$ cat src/rtl/vga_timing_pkg.sv
// Shared timing defaults, counter width and controller state encoding for the VGA raster path.
package vga_timing_pkg;

  localparam int unsigned H_ACTIVE_DEF = 640;
  localparam int unsigned H_FP_DEF     = 16;
  localparam int unsigned H_SYNC_DEF   = 96;
  localparam int unsigned H_BP_DEF     = 48;
  localparam int unsigned V_ACTIVE_DEF = 480;
  localparam int unsigned V_FP_DEF     = 10;
  localparam int unsigned V_SYNC_DEF   = 2;
  localparam int unsigned V_BP_DEF     = 33;
  localparam bit          SYNC_POL_DEF = 1'b0;

  localparam int unsigned CNT_W     = 10;
  localparam int unsigned MAX_TOTAL = 1 << CNT_W;

  typedef enum logic [1:0] {
    StIdle,
    StRun,
    StDrain
  } state_e;

  function automatic int unsigned axis_total(input int unsigned active, input int unsigned fp,
                                             input int unsigned sync, input int unsigned bp);
    return active + fp + sync + bp;
  endfunction

endpackage

$ cat src/rtl/vga_axis_counter.sv
// One raster axis: wrapping position counter with registered active and sync decodes.
module vga_axis_counter
  import vga_timing_pkg::*;
#(
  parameter int unsigned ACTIVE = H_ACTIVE_DEF,
  parameter int unsigned FP     = H_FP_DEF,
  parameter int unsigned SYNC   = H_SYNC_DEF,
  parameter int unsigned BP     = H_BP_DEF,
  parameter bit          POL    = SYNC_POL_DEF
) (
  input  logic             CLK,
  input  logic             RST_N,
  input  logic             step,
  input  logic             clear,
  output logic [CNT_W-1:0] count,
  output logic             wrap,
  output logic             in_active,
  output logic             sync
);

  localparam int unsigned      Total     = axis_total(ACTIVE, FP, SYNC, BP);
  localparam logic [CNT_W-1:0] Last      = CNT_W'(Total - 1);
  localparam logic [CNT_W-1:0] ActEnd    = CNT_W'(ACTIVE);
  localparam logic [CNT_W-1:0] SyncStart = CNT_W'(ACTIVE + FP);
  localparam logic [CNT_W-1:0] SyncEnd   = CNT_W'(ACTIVE + FP + SYNC - 1);

  logic [CNT_W-1:0] count_d;
  logic             active_d;
  logic             sync_d;

  // Combinational so the next axis can step on the same edge this one wraps.
  assign wrap = step && (count == Last);

  always_comb begin
    count_d = count;
    if (clear || wrap) begin
      count_d = '0;
    end else if (step) begin
      count_d = count + CNT_W'(1);
    end
    // Decode the value being loaded so the flags line up with the count.
    active_d = !clear && (count_d < ActEnd);
    sync_d   = (!clear && (count_d >= SyncStart) && (count_d <= SyncEnd)) ? POL : ~POL;
  end

  always_ff @(posedge CLK or negedge RST_N) begin
    if (!RST_N) begin
      count     <= '0;
      in_active <= 1'b0;
      sync      <= ~POL;
    end else begin
      count     <= count_d;
      in_active <= active_d;
      sync      <= sync_d;
    end
  end

endmodule

$ cat src/rtl/vga_raster_ctrl.sv
// VGA raster timing controller: frame sequencing, sync generation and per-line fetch requests.
module vga_raster_ctrl
  import vga_timing_pkg::*;
#(
  parameter int unsigned H_ACTIVE = H_ACTIVE_DEF,
  parameter int unsigned H_FP     = H_FP_DEF,
  parameter int unsigned H_SYNC   = H_SYNC_DEF,
  parameter int unsigned H_BP     = H_BP_DEF,
  parameter int unsigned V_ACTIVE = V_ACTIVE_DEF,
  parameter int unsigned V_FP     = V_FP_DEF,
  parameter int unsigned V_SYNC   = V_SYNC_DEF,
  parameter int unsigned V_BP     = V_BP_DEF,
  parameter bit          SYNC_POL = SYNC_POL_DEF
) (
  input  logic             CLK,
  input  logic             RST_N,
  input  logic             i_Enable,
  input  logic             i_Line_Ack,
  input  logic             i_Clear_Underrun,
  output logic             o_H_Sync,
  output logic             o_V_Sync,
  output logic             o_Active,
  output logic [CNT_W-1:0] o_Col,
  output logic [CNT_W-1:0] o_Row,
  output logic             o_Frame_Start,
  output logic             o_Line_Req,
  output logic [CNT_W-1:0] o_Req_Row,
  output logic             o_Underrun
);

  localparam int unsigned      HTotal  = axis_total(H_ACTIVE, H_FP, H_SYNC, H_BP);
  localparam int unsigned      VTotal  = axis_total(V_ACTIVE, V_FP, V_SYNC, V_BP);
  localparam logic [CNT_W-1:0] HLast   = CNT_W'(HTotal - 1);
  localparam logic [CNT_W-1:0] VLast   = CNT_W'(VTotal - 1);
  localparam logic [CNT_W-1:0] HReqCol = CNT_W'(H_ACTIVE - 1);
  localparam logic [CNT_W-1:0] VActEnd = CNT_W'(V_ACTIVE);

  if (HTotal > MAX_TOTAL || VTotal > MAX_TOTAL) begin : g_bad_total
    $error("vga_raster_ctrl: H_TOTAL and V_TOTAL must not exceed %0d", MAX_TOTAL);
  end

  state_e           state_q, state_d;
  logic             run_q, idle_d, frame_end;
  logic             h_wrap, v_wrap, h_active, v_active;
  logic [CNT_W-1:0] next_row;
  logic             req_issue, req_drop;
  logic             line_req_q, line_req_d;
  logic [CNT_W-1:0] req_row_q, req_row_d;
  logic             underrun_q, underrun_d;
  logic             frame_start_q, frame_start_d;

  assign run_q     = (state_q != StIdle);
  assign idle_d    = (state_d == StIdle);
  assign frame_end = (o_Col == HLast) && (o_Row == VLast);

  // Counters hold at zero while idle; the IDLE->RUN edge loads 0,0 without stepping.
  vga_axis_counter #(
    .ACTIVE(H_ACTIVE),
    .FP    (H_FP),
    .SYNC  (H_SYNC),
    .BP    (H_BP),
    .POL   (SYNC_POL)
  ) u_h_cnt (
    .CLK      (CLK),
    .RST_N    (RST_N),
    .step     (run_q),
    .clear    (idle_d),
    .count    (o_Col),
    .wrap     (h_wrap),
    .in_active(h_active),
    .sync     (o_H_Sync)
  );

  vga_axis_counter #(
    .ACTIVE(V_ACTIVE),
    .FP    (V_FP),
    .SYNC  (V_SYNC),
    .BP    (V_BP),
    .POL   (SYNC_POL)
  ) u_v_cnt (
    .CLK      (CLK),
    .RST_N    (RST_N),
    .step     (h_wrap),
    .clear    (idle_d),
    .count    (o_Row),
    .wrap     (v_wrap),
    .in_active(v_active),
    .sync     (o_V_Sync)
  );

  // Stopping is only honoured on the last pixel of a frame, so frames are never cut short.
  always_comb begin
    state_d = state_q;
    unique case (state_q)
      StIdle:         if (i_Enable) state_d = StRun;
      StRun, StDrain: begin
        if (i_Enable)       state_d = StRun;
        else if (frame_end) state_d = StIdle;
        else                state_d = StDrain;
      end
      default:        state_d = StIdle;
    endcase
  end

  assign next_row  = (o_Row == VLast) ? '0 : o_Row + CNT_W'(1);
  assign req_issue = run_q && (o_Col == HReqCol) && (next_row < VActEnd);
  assign req_drop  = line_req_q && !i_Line_Ack && h_wrap;

  always_comb begin
    line_req_d = line_req_q;
    req_row_d  = req_row_q;
    if ((line_req_q && i_Line_Ack) || req_drop) begin
      line_req_d = 1'b0;
    end
    if (req_issue) begin
      line_req_d = 1'b1;
      req_row_d  = next_row;
    end
    if (idle_d) begin
      line_req_d = 1'b0;
    end
    // Set has priority over a simultaneous clear.
    underrun_d    = (req_drop && !idle_d) || (underrun_q && !i_Clear_Underrun);
    frame_start_d = (state_d == StRun) && (!run_q || (h_wrap && v_wrap));
  end

  always_ff @(posedge CLK or negedge RST_N) begin
    if (!RST_N) begin
      state_q       <= StIdle;
      line_req_q    <= 1'b0;
      req_row_q     <= '0;
      underrun_q    <= 1'b0;
      frame_start_q <= 1'b0;
    end else begin
      state_q       <= state_d;
      line_req_q    <= line_req_d;
      req_row_q     <= req_row_d;
      underrun_q    <= underrun_d;
      frame_start_q <= frame_start_d;
    end
  end

  assign o_Active      = h_active && v_active;
  assign o_Frame_Start = frame_start_q;
  assign o_Line_Req    = line_req_q;
  assign o_Req_Row     = req_row_q;
  assign o_Underrun    = underrun_q;

endmodule

$ cat config.mk
export PLATFORM = sky130hd
export DESIGN_NAME = vga_raster_ctrl
export DESIGN_NICKNAME = d
export VERILOG_FILES = /design/src/rtl/vga_timing_pkg.sv /design/src/rtl/vga_axis_counter.sv /design/src/rtl/vga_raster_ctrl.sv
export SDC_FILE = /design/constraint.sdc
export NUM_CORES = 1
export LEC_CHECK = 0
export ABC_AREA = 1
export BUFFER_PORTS_ARGS = -buffer_cell sky130_fd_sc_hd__buf_2
export CORE_MARGIN = 5
export CORE_UTILIZATION = 55
export CTS_CLUSTER_SIZE = 25
export DETAILED_ROUTE_END_ITERATION = 12
export HOLD_SLACK_MARGIN = 0.02
export PLACE_DENSITY_LB_ADDON = 0.25
export SKIP_LAST_GASP = 1
export SLEW_MARGIN = 15
export SYNTH_ARGS = -nofsm -noshare
export SYNTH_HDL_FRONTEND = slang
export SYNTH_SLANG_ARGS = --single-unit
$ cat constraint.sdc
create_clock -name CLK -period 2.1 [get_ports CLK]
set_input_delay 0.21 -clock CLK [delete_from_list [all_inputs] [get_ports CLK]]
set_output_delay 0.21 -clock CLK [all_outputs]
set_load 0.01 [all_outputs]
==> results of run 1 <==
## registers in the layout, summed over array words and instances (netlist names)
register,flops
o_Req_Row,10
u_h_cnt.count,10
u_v_cnt.count,10
state_q,2
o_Frame_Start,1
o_Line_Req,1
o_Underrun,1
u_h_cnt.in_active,1
u_h_cnt.sync,1
u_v_cnt.in_active,1
u_v_cnt.sync,1
## path summary, 6_finish.rpt
path                                         endpoint  slack (ns)                        from  cells past startpoint
setup / recovery               u_h_cnt.sync$_DFF_PN1_        0.13  u_v_cnt.count[0]$_DFF_PN0_                     14
hold / removal             u_h_cnt.count[3]$_DFF_PN0_        0.02                       RST_N                      1
setup reg to reg               u_h_cnt.sync$_DFF_PN1_        0.13  u_v_cnt.count[0]$_DFF_PN0_                     14
hold reg to reg              o_Req_Row[9]$_DFFE_PN0P_        0.47    o_Req_Row[9]$_DFFE_PN0P_                      2
max in group asynchronous  u_v_cnt.count[0]$_DFF_PN0_        1.48                       RST_N                      1
min in group CLK                 o_Underrun$_DFF_PN0_        0.11            i_Clear_Underrun                      2
## stage by stage
stage | utilization (%) | hold slack, ns | std cells
final | 67.56 | 0.02489 | 389
after global routing | 67.56 | 0.1096 | 389
after CTS | 65.62 | 0.06600 | 386
after detailed placement | 63.47 | 0.3768 | 378
after global placement | 63.47 | 0.3548 | 378
after floorplan | - | -0.08559 | 288
## what timing repair did
| action | 4_1_cts | 5_1_grt |
|---|---|---|
| setup endpoints to repair | 2 | 17 |
| cloned | 0 | 1 |
| buffers inserted | 0 | 2 |
| gates resized for setup | 1 | 12 |
| pin swaps | 0 | 1 |
## cells in the mapped netlist
master    instances  area share (%)
clkinv_4          1            0.39
buf_6             3             1.5
ha_1              5             2.8
nor3_2            3             1.3
nand4_4           1            0.94
inv_1            43             7.1
a211oi_2          1            0.55
nor2_4            2            0.99
nor2_1           34             5.6
dfstp_2           2             2.3
nand4_1           7             1.9
nor3b_2           1            0.55
a21oi_1           4            0.88
o21a_1            1            0.33
nor4_1            1            0.28
nand3_1          18             4.0
nand3_2           3             1.3
a211oi_1          1            0.33
or2_2             5             1.4
a21boi_1          1            0.33
dfrtp_1          37              41
o21ai_2           6             2.3
nand4_2           1            0.55
nand2_1          67              11
o21ai_0          14             3.1
buf_4             1            0.33
or2_1             1            0.28
inv_2             3            0.50
nand2_2           6             1.7
nor3_1            3            0.66
nor2_2            4             1.1
xor2_1            8             3.1
## per-layer routing
| metal | track usage [%] | vias to the layer above |
|---|---|---|
| met1 | 29.53 | 937 |
| met4 | 4.941 | 0 |
| met2 | 31.10 | 85 |
| li1 | - | 1008 |
| met3 | 5.000 | 13 |
| met5 | 0 | - |
## layout make-up
type	instances	area share, %
Clock inverter	1	0.1852
Inverter	47	6.806
Timing Repair Buffer	46	9.537
Clock buffer	7	2.824
Sequential cell	39	36.25
Tap cell	50	2.315
Multi-Input combinational cell	199	42.08
## worst max-delay path, cell delays in order (launching register included)
cell and delay (ns):
dfrtp_2 0.46, inv_1 0.13, ha_1 0.16, nand3_1 0.14
nor2_2 0.20, nand2_1 0.10, nand2_1 0.07, nand2_1 0.07
nand2_2 0.12, nand2_8 0.11, nand3_1 0.13, nand2_1 0.07
nand2_1 0.06, nand2_1 0.05, nand2_1 0.05
## power groups by stage
stage	clock, W	combinational [W]	sequential (W)
2_1_floorplan	0	0.000389	0.000866
5_1_grt	0.000529	0.000687	0.000857
3_5_place_dp	0	0.000529	0.000862
3_3_place_gp	0	0.000517	0.000861
6_report	0.000485	0.000606	0.000849
4_1_cts	0.000502	0.000546	0.000848
## cell families after synthesis
family	Yosys count	share of synthesized area (%)
xor gates and xnor gates	8	3.080
adders and majority gates	5	2.750
DFF	39	43.01
buffers and inverters	51	9.791
and+or+nand+nor	157	33.55
AOI/OAI and AO/OA	28	7.811
==> metrics.md, run 1 <==
| Metric | Value |
|---|---|
| TritonCTS clock tree | `done` |
| CP arrival | `2.20 ns` |
| Design area | `about 2700 µm²` |
| Avg WL per Cell | `13.96 µm` |
| Skew final | `approximately 0.0028 ns` |
| Max Buffers Root-to-Sink | `2` |
| DPL Wire Length | `just under 4000 µm` |
| Gate power share | `31.2%` |
| First-pass GRT wire length | `8652 µm` |
| Die W | `74.31 µm` |
| Share of cells above drive strength 1 | `29.20%` |
| Worst-path clk slew | `around 0.07 ns` |
| Worst setup EP type | `flop` |
| # rows | `23` |
| Status | `finished clean` |
| Final setup viols | `0` |
| Cts-stage hold buffer count | `0` |
| Register area | `979.7 µm²` |
| Pwr Total | `between 0.0015 and 0.002 W` |
| Setup WS post-layout | `0.1312 ns` |
| Sw frac | `between 30% and 40%` |
| Final nets | `348` |
| GRT Total Usage | `between 20 and 25%` |
| Routed vias/inst | `5.252` |
| Yosys warns | `0` |
| Multi-input logic area | `around 1100 µm²` |
| Met3 wire length | `392 µm` |
| Port buffer count | `40` |
| Register bit total from synthesis | `39` |
| GPL Wtd Cong | `0.8624` |
| Setup TNS | `0 ns` |
| Chip Height | `74.31 µm` |
| Sink Count | `39` |
| Top fanout value on the critical path | `14` |
| DRT Pass-1 Iters | `7` |
| Area delta synth->final | `18.81%` |
| P_int | `0.001234 W` |
| Most frequent cells in the layout | `nand2_1, inv_1, buf_2, dfrtp_1, nor2_1` |
| Initial antenna violation count | `0` |
| Crit Path Category | `flop to flop` |
| Io pins | `41` |
| Net Count, Synth | `around 300` |
| Max-Cap Viols | `0` |
| Clock network power share | `25.0%` |
| Top Layer Used | `met4` |
| Total grt overflow | `0` |
| PwrDens | `718.3 nW/µm²` |
| M1 wire length | `around 2500 µm` |
| Vias in the first global route | `1,854` |
| Slew margin rel. | `between 40% and 50%` |
| Tmin final | `1.969 ns` |
| Switching power | `0.0007076 W` |
| DRT iter0 DRCs | `172` |
| Routed Antenna Nets | `0` |
| Max Slew Vio Count | `0` |
| Syn_area_per_cell | `7.898 µm²` |
| Lkg Pwr | `1.391 nW` |
| Worst Setup Start Kind | `flop` |
| Fin crit share | `roughly 94%` |
| Post-DP Area | `2539 µm²` |
| H-tree Lvls | `2` |
| Required time of the critical path | `2.34 ns` |
| Core Region | `approximately 4000 µm²` |
| Seq pwr share | `43.8%` |
| Clk Tree Root Cell | `clkbuf_8` |
| Final hold violations | `0` |
| Post-Route WL | `approximately 5400 µm` |
| Commonest non-fill, non-tap cell in the layout | `nand2_1` |
| Ant. Diodes | `0` |
| VDD IR max | `0.6770 mV` |
| Hold Crit Class | `primary input to asynchronous set/reset pin` |
| Synthesized netlist cell count | `about 290` |
| Die area | `5522 µm²` |
| Initial Utilization | `approximately 57%` |
| Fillers | `349` |
| Synthesized cell area | `2275 µm²` |
| Fmax | `507.9 MHz` |
| Later-pin clock latency in the skew report | `0.29 ns` |
| Pin count of the biggest net entering global routing | `40` |
| Met2 wire len | `between 2000 and 2500 µm` |
| Place WS | `-0.00008726 ns` |
| Total CTS buffers | `5` |
| Slew @ Worst Pin | `around 0.86 ns` |
| DR DRC count | `0` |
| Number of distinct library cells after synthesis | `32` |
| Vias after detailed routing | `2,043` |
| Sequential share of the synthesized area | `43.01%` |
(Power assumes the default switching activity.)
==> run 2, diff against run 1 <==
--- a/config.mk
+++ b/config.mk
@@ -5,16 +5,16 @@
 export SDC_FILE = /design/constraint.sdc
 export NUM_CORES = 1
 export LEC_CHECK = 0
-export ABC_AREA = 1
+export ABC_AREA = 0
 export BUFFER_PORTS_ARGS = -buffer_cell sky130_fd_sc_hd__buf_2
 export CORE_MARGIN = 5
-export CORE_UTILIZATION = 55
+export CORE_UTILIZATION = 56
 export CTS_CLUSTER_SIZE = 25
 export DETAILED_ROUTE_END_ITERATION = 12
 export HOLD_SLACK_MARGIN = 0.02
-export PLACE_DENSITY_LB_ADDON = 0.25
+export PLACE_DENSITY = 0.8
 export SKIP_LAST_GASP = 1
-export SLEW_MARGIN = 15
+export SLEW_MARGIN = 20
 export SYNTH_ARGS = -nofsm -noshare
 export SYNTH_HDL_FRONTEND = slang
 export SYNTH_SLANG_ARGS = --single-unit
==> run 2 against run 1 <==
Clock-buffer cell count did not move. Final area grew 15%. Non-clock buffer count is 44 higher. Clock power up 1%. Final cell count is 2.8% lower. Worst setup slack got worse by 0.11 ns. Sequential share of layout area decreased by 4.6 points. Sequential cell count did not move. Maximum frequency decreased by 5.4%. Synthesized cell count decreased by 14%. Combinational power is 61% higher. Wire length increased by 26%. Largest cell class unchanged.
==> metrics.md, run 2 <==
| Metric | Value |
|---|---|
| Required time of the critical path | `2.33 ns (about the same)` |
| Yosys warns | `0 (unchanged)` |
| Slew @ Worst Pin | `0.6275 ns (-0.2357 ns)` |
| Initial antenna violation count | `0 (unchanged)` |
| Routed vias/inst | `6.201 (+18%)` |
| Hold Crit Class | `primary input to flop` |
| Final nets | `337 (-3.2%)` |
| Fin cells | `378 (-2.8%)` |
| VDD IR max | `0.9295 mV (+37%)` |
| CP arrival | `2.32 ns (+0.12 ns)` |
| Net Count, Synth | `258 (-13%)` |
| Vias after detailed routing | `2,344 (+15%)` |
| Clk Tree Root Cell | `clkbuf_8` |
| Total CTS buffers | `5 (unchanged)` |
| Fmax | `480.7 MHz (-5.4%)` |
| Final hold violations | `0 (unchanged)` |
| DR DRC count | `0 (unchanged)` |
| Ant. Diodes | `0 (unchanged)` |
| Register bit total from synthesis | `39 (unchanged)` |
| Tmin final | `2.080 ns (+0.1115 ns)` |
| RSZ-0062 raised after global routing | `yes` |
| Share of cells above drive strength 1 | `39.63% (+10 points)` |
| Worst-path clk slew | `0.07 ns (about the same)` |
| Max-Cap Viols | `0 (unchanged)` |
| Fin crit share | `99.06% (+5.3 points)` |
| TritonCTS clock tree | `done` |
| PwrDens | `745.0 nW/µm² (+3.7%)` |
| Io pins | `41 (unchanged)` |
| Post-Place Cells | `361 (-4.5%)` |
| H-tree Lvls | `2 (unchanged)` |
| Async SR Flop Fraction | `100.0% (unchanged)` |
| Max Slew Vio Count | `0 (unchanged)` |
| DRT iter0 DRCs | `285 (+66%)` |
| GPL Wtd Cong | `0.9240 (+7.1%)` |
| Routed Antenna Nets | `0 (unchanged)` |
| Top FF cell, synth | `dfrtp_1` |
| Top fanout value on the critical path | `5 (-9)` |
| Port buffer count | `40 (unchanged)` |
| Post-Route WL | `6838 µm (+26%)` |
| Sequential share of the synthesized area | `41.60% (-1.4 points)` |
| DRT Pass-1 Iters | `5 (-2)` |
| Worst r2r path cells | `7 (-7)` |
| Crit Path Category | `flop to flop` |
| First-pass GRT wire length | `9784 µm (+13%)` |
| Area delta synth->final | `31.81%` |
| Die area | `5597 µm² (+1.4%)` |
| Slew margin rel. | `57.63% (+15 points)` |
| Avg WL per Cell | `18.09 µm (+30%)` |
| Vias in the first global route | `2,042 (+10%)` |
| Chip Height | `74.81 µm (+0.67%)` |
| Hold Crit Depth | `2` |
| Lkg Pwr | `1.460 nW (+5.0%)` |
| Die W | `74.81 µm (+0.67%)` |
| Yosys top cell by area | `dfrtp_1` |
| Commonest non-fill, non-tap cell in the layout | `buf_4` |
| Core Region | `4029 µm² (+0.72%)` |
| Synthesized cell area | `2352 µm² (+3.4%)` |
| Worst Setup Start Kind | `flop` |
| Ranking of synthesized cells by area | `dfrtp_1, xnor2_1, nor2_1` |
| Synthesized netlist cell count | `248 (-14%)` |
| Number of distinct library cells after synthesis | `52 (+63%)` |
| Later-pin clock latency in the skew report | `0.29 ns (about the same)` |
| DPL Wire Length | `4382 µm (+13%)` |
| Setup WS post-layout | `0.01976 ns (-0.1115 ns)` |
| Post-synth top cells | `dfrtp_1, nor2_1, xnor2_1, buf_2` |
| Pin count of the biggest net entering global routing | `25 (-38%)` |
| Worst setup EP type | `flop` |
| Place WS | `-0.07601 ns (-0.07592 ns)` |
| GRT Total Usage | `22.98% (+2.6 points)` |
| Total grt overflow | `0 (unchanged)` |
| Status | `finished clean` |
| Final setup viols | `0 (unchanged)` |
| Skew final | `0.003130 ns (+0.0003033 ns)` |
| Max Buffers Root-to-Sink | `2 (unchanged)` |
| Post-synth EDFFs | `0 (unchanged)` |
| Most frequent cells in the layout | `buf_4, buf_2, nor2_1, dfrtp_1, xnor2_1` |
| Pwr Total | `0.002310 W (+19%)` |
| Sink Count | `39 (unchanged)` |
| Initial Utilization | `58.39% (+1.5 points)` |
| Fillers | `250 (-28%)` |
| Synth top area share | `39.36% (-1.3 points)` |
| Syn_area_per_cell | `9.485 µm² (+20%)` |
| # rows | `23 (unchanged)` |
-- run 2: cell types whose count changed after synthesis, moves of 8 or more --
cell / change
buf_2: +10
inv_1: -35
mux2_2: +9
nand2_1: -59
nand3_1: -9
o21ai_0: -8
xnor2_1: +19
-- run 2: worst paths after layout --
kind	startpoint	endpoint	slack [ns]
setup / recovery	u_v_cnt.count[1]$_DFF_PN0_	u_h_cnt.sync$_DFF_PN1_	0.02
hold / removal	i_Clear_Underrun	o_Underrun$_DFF_PN0_	0.12
setup reg to reg	u_v_cnt.count[1]$_DFF_PN0_	u_h_cnt.sync$_DFF_PN1_	0.02
hold reg to reg	o_Req_Row[9]$_DFFE_PN0P_	o_Req_Row[9]$_DFFE_PN0P_	0.49
max in group asynchronous	RST_N	o_Req_Row[9]$_DFFE_PN0P_	1.06
min in group asynchronous	RST_N	u_h_cnt.count[0]$_DFF_PN0_	0.43
-- run 2: power by group --
part,internal (W),switching (W)
clock,0.000233,0.000257
sequential,0.000816,0.0000281
combinational,0.000428,0.000548
total,0.00148,0.000833
-- run 2: what timing repair did --
action / 4_1_cts / 5_1_grt
setup buffers: 0 / 6
endpoints found under the setup margin: 25 / 37
hold buffers: 1 / 0
cloned: 1 / 1
pin swaps: 1 / 11
gates resized for setup: 5 / 22
hold endpoints to repair: 21 / 0
-- run 2: per-layer routing --
metal  wire length, µm  vias to the layer above  global-route usage, %
li1                  -                     1036                      -
met1              2752                     1099                  32.26
met2              3222                      170                  35.32
met3               649                       39                  4.539
met4               212                        0                  8.498
met5                 0                        -                      0
-- run 2: cells by family (layout without fill, tap and decap cells) --
family,count (synthesis),in the layout,synth area share (%)
AOI/OAI and AO/OA,36,37,11.60
muxes,13,13,6.011
xor gates and xnor gates,26,26,9.681
buffers and inverters,27,106,5.372
DFF,39,39,41.60
adders and majority gates,5,5,2.660
and+or+nand+nor,102,102,23.09
-- run 2: critical path: stages, from the launching register on --
cell and delay, ns:
dfrtp_1 0.43, inv_2 0.10, ha_4 0.13, nand4_1 0.17, or4_4 0.49, o211a_4 0.30
o21ai_4 0.25, a2111o_1 0.15
-- run 2: through the flow --
| stage | TNS, ns | util [%] | cell area (µm²) | hold WS (ns) |
|---|---|---|---|---|
| after detailed placement | -0.4966 | 70.37 | 2835 | 0.2191 |
| after global placement | -0.06002 | 70.37 | 2835 | 0.2142 |
| after global routing | -0.4360 | 76.96 | 3100 | 0.1002 |
| after floorplan | -0.03195 | - | 2360 | -0.08559 |
| final | 0 | 76.96 | 3100 | 0.1154 |
| after CTS | 0 | 73.35 | 2955 | 0.1123 |
-- run 2: layout make-up --
| cell class | instances | area (µm²) | share of cell area (%) |
|---|---|---|---|
| Multi-Input combinational cell | 183 | 1356 | 43.74 |
| Sequential cell | 39 | 980.9 | 31.64 |
| Timing Repair Buffer | 90 | 589.3 | 19.01 |
| Clock buffer | 7 | 76.32 | 2.462 |
| Tap cell | 50 | 62.56 | 2.018 |
| Inverter | 8 | 30.03 | 0.9685 |
| Clock inverter | 1 | 5.005 | 0.1614 |
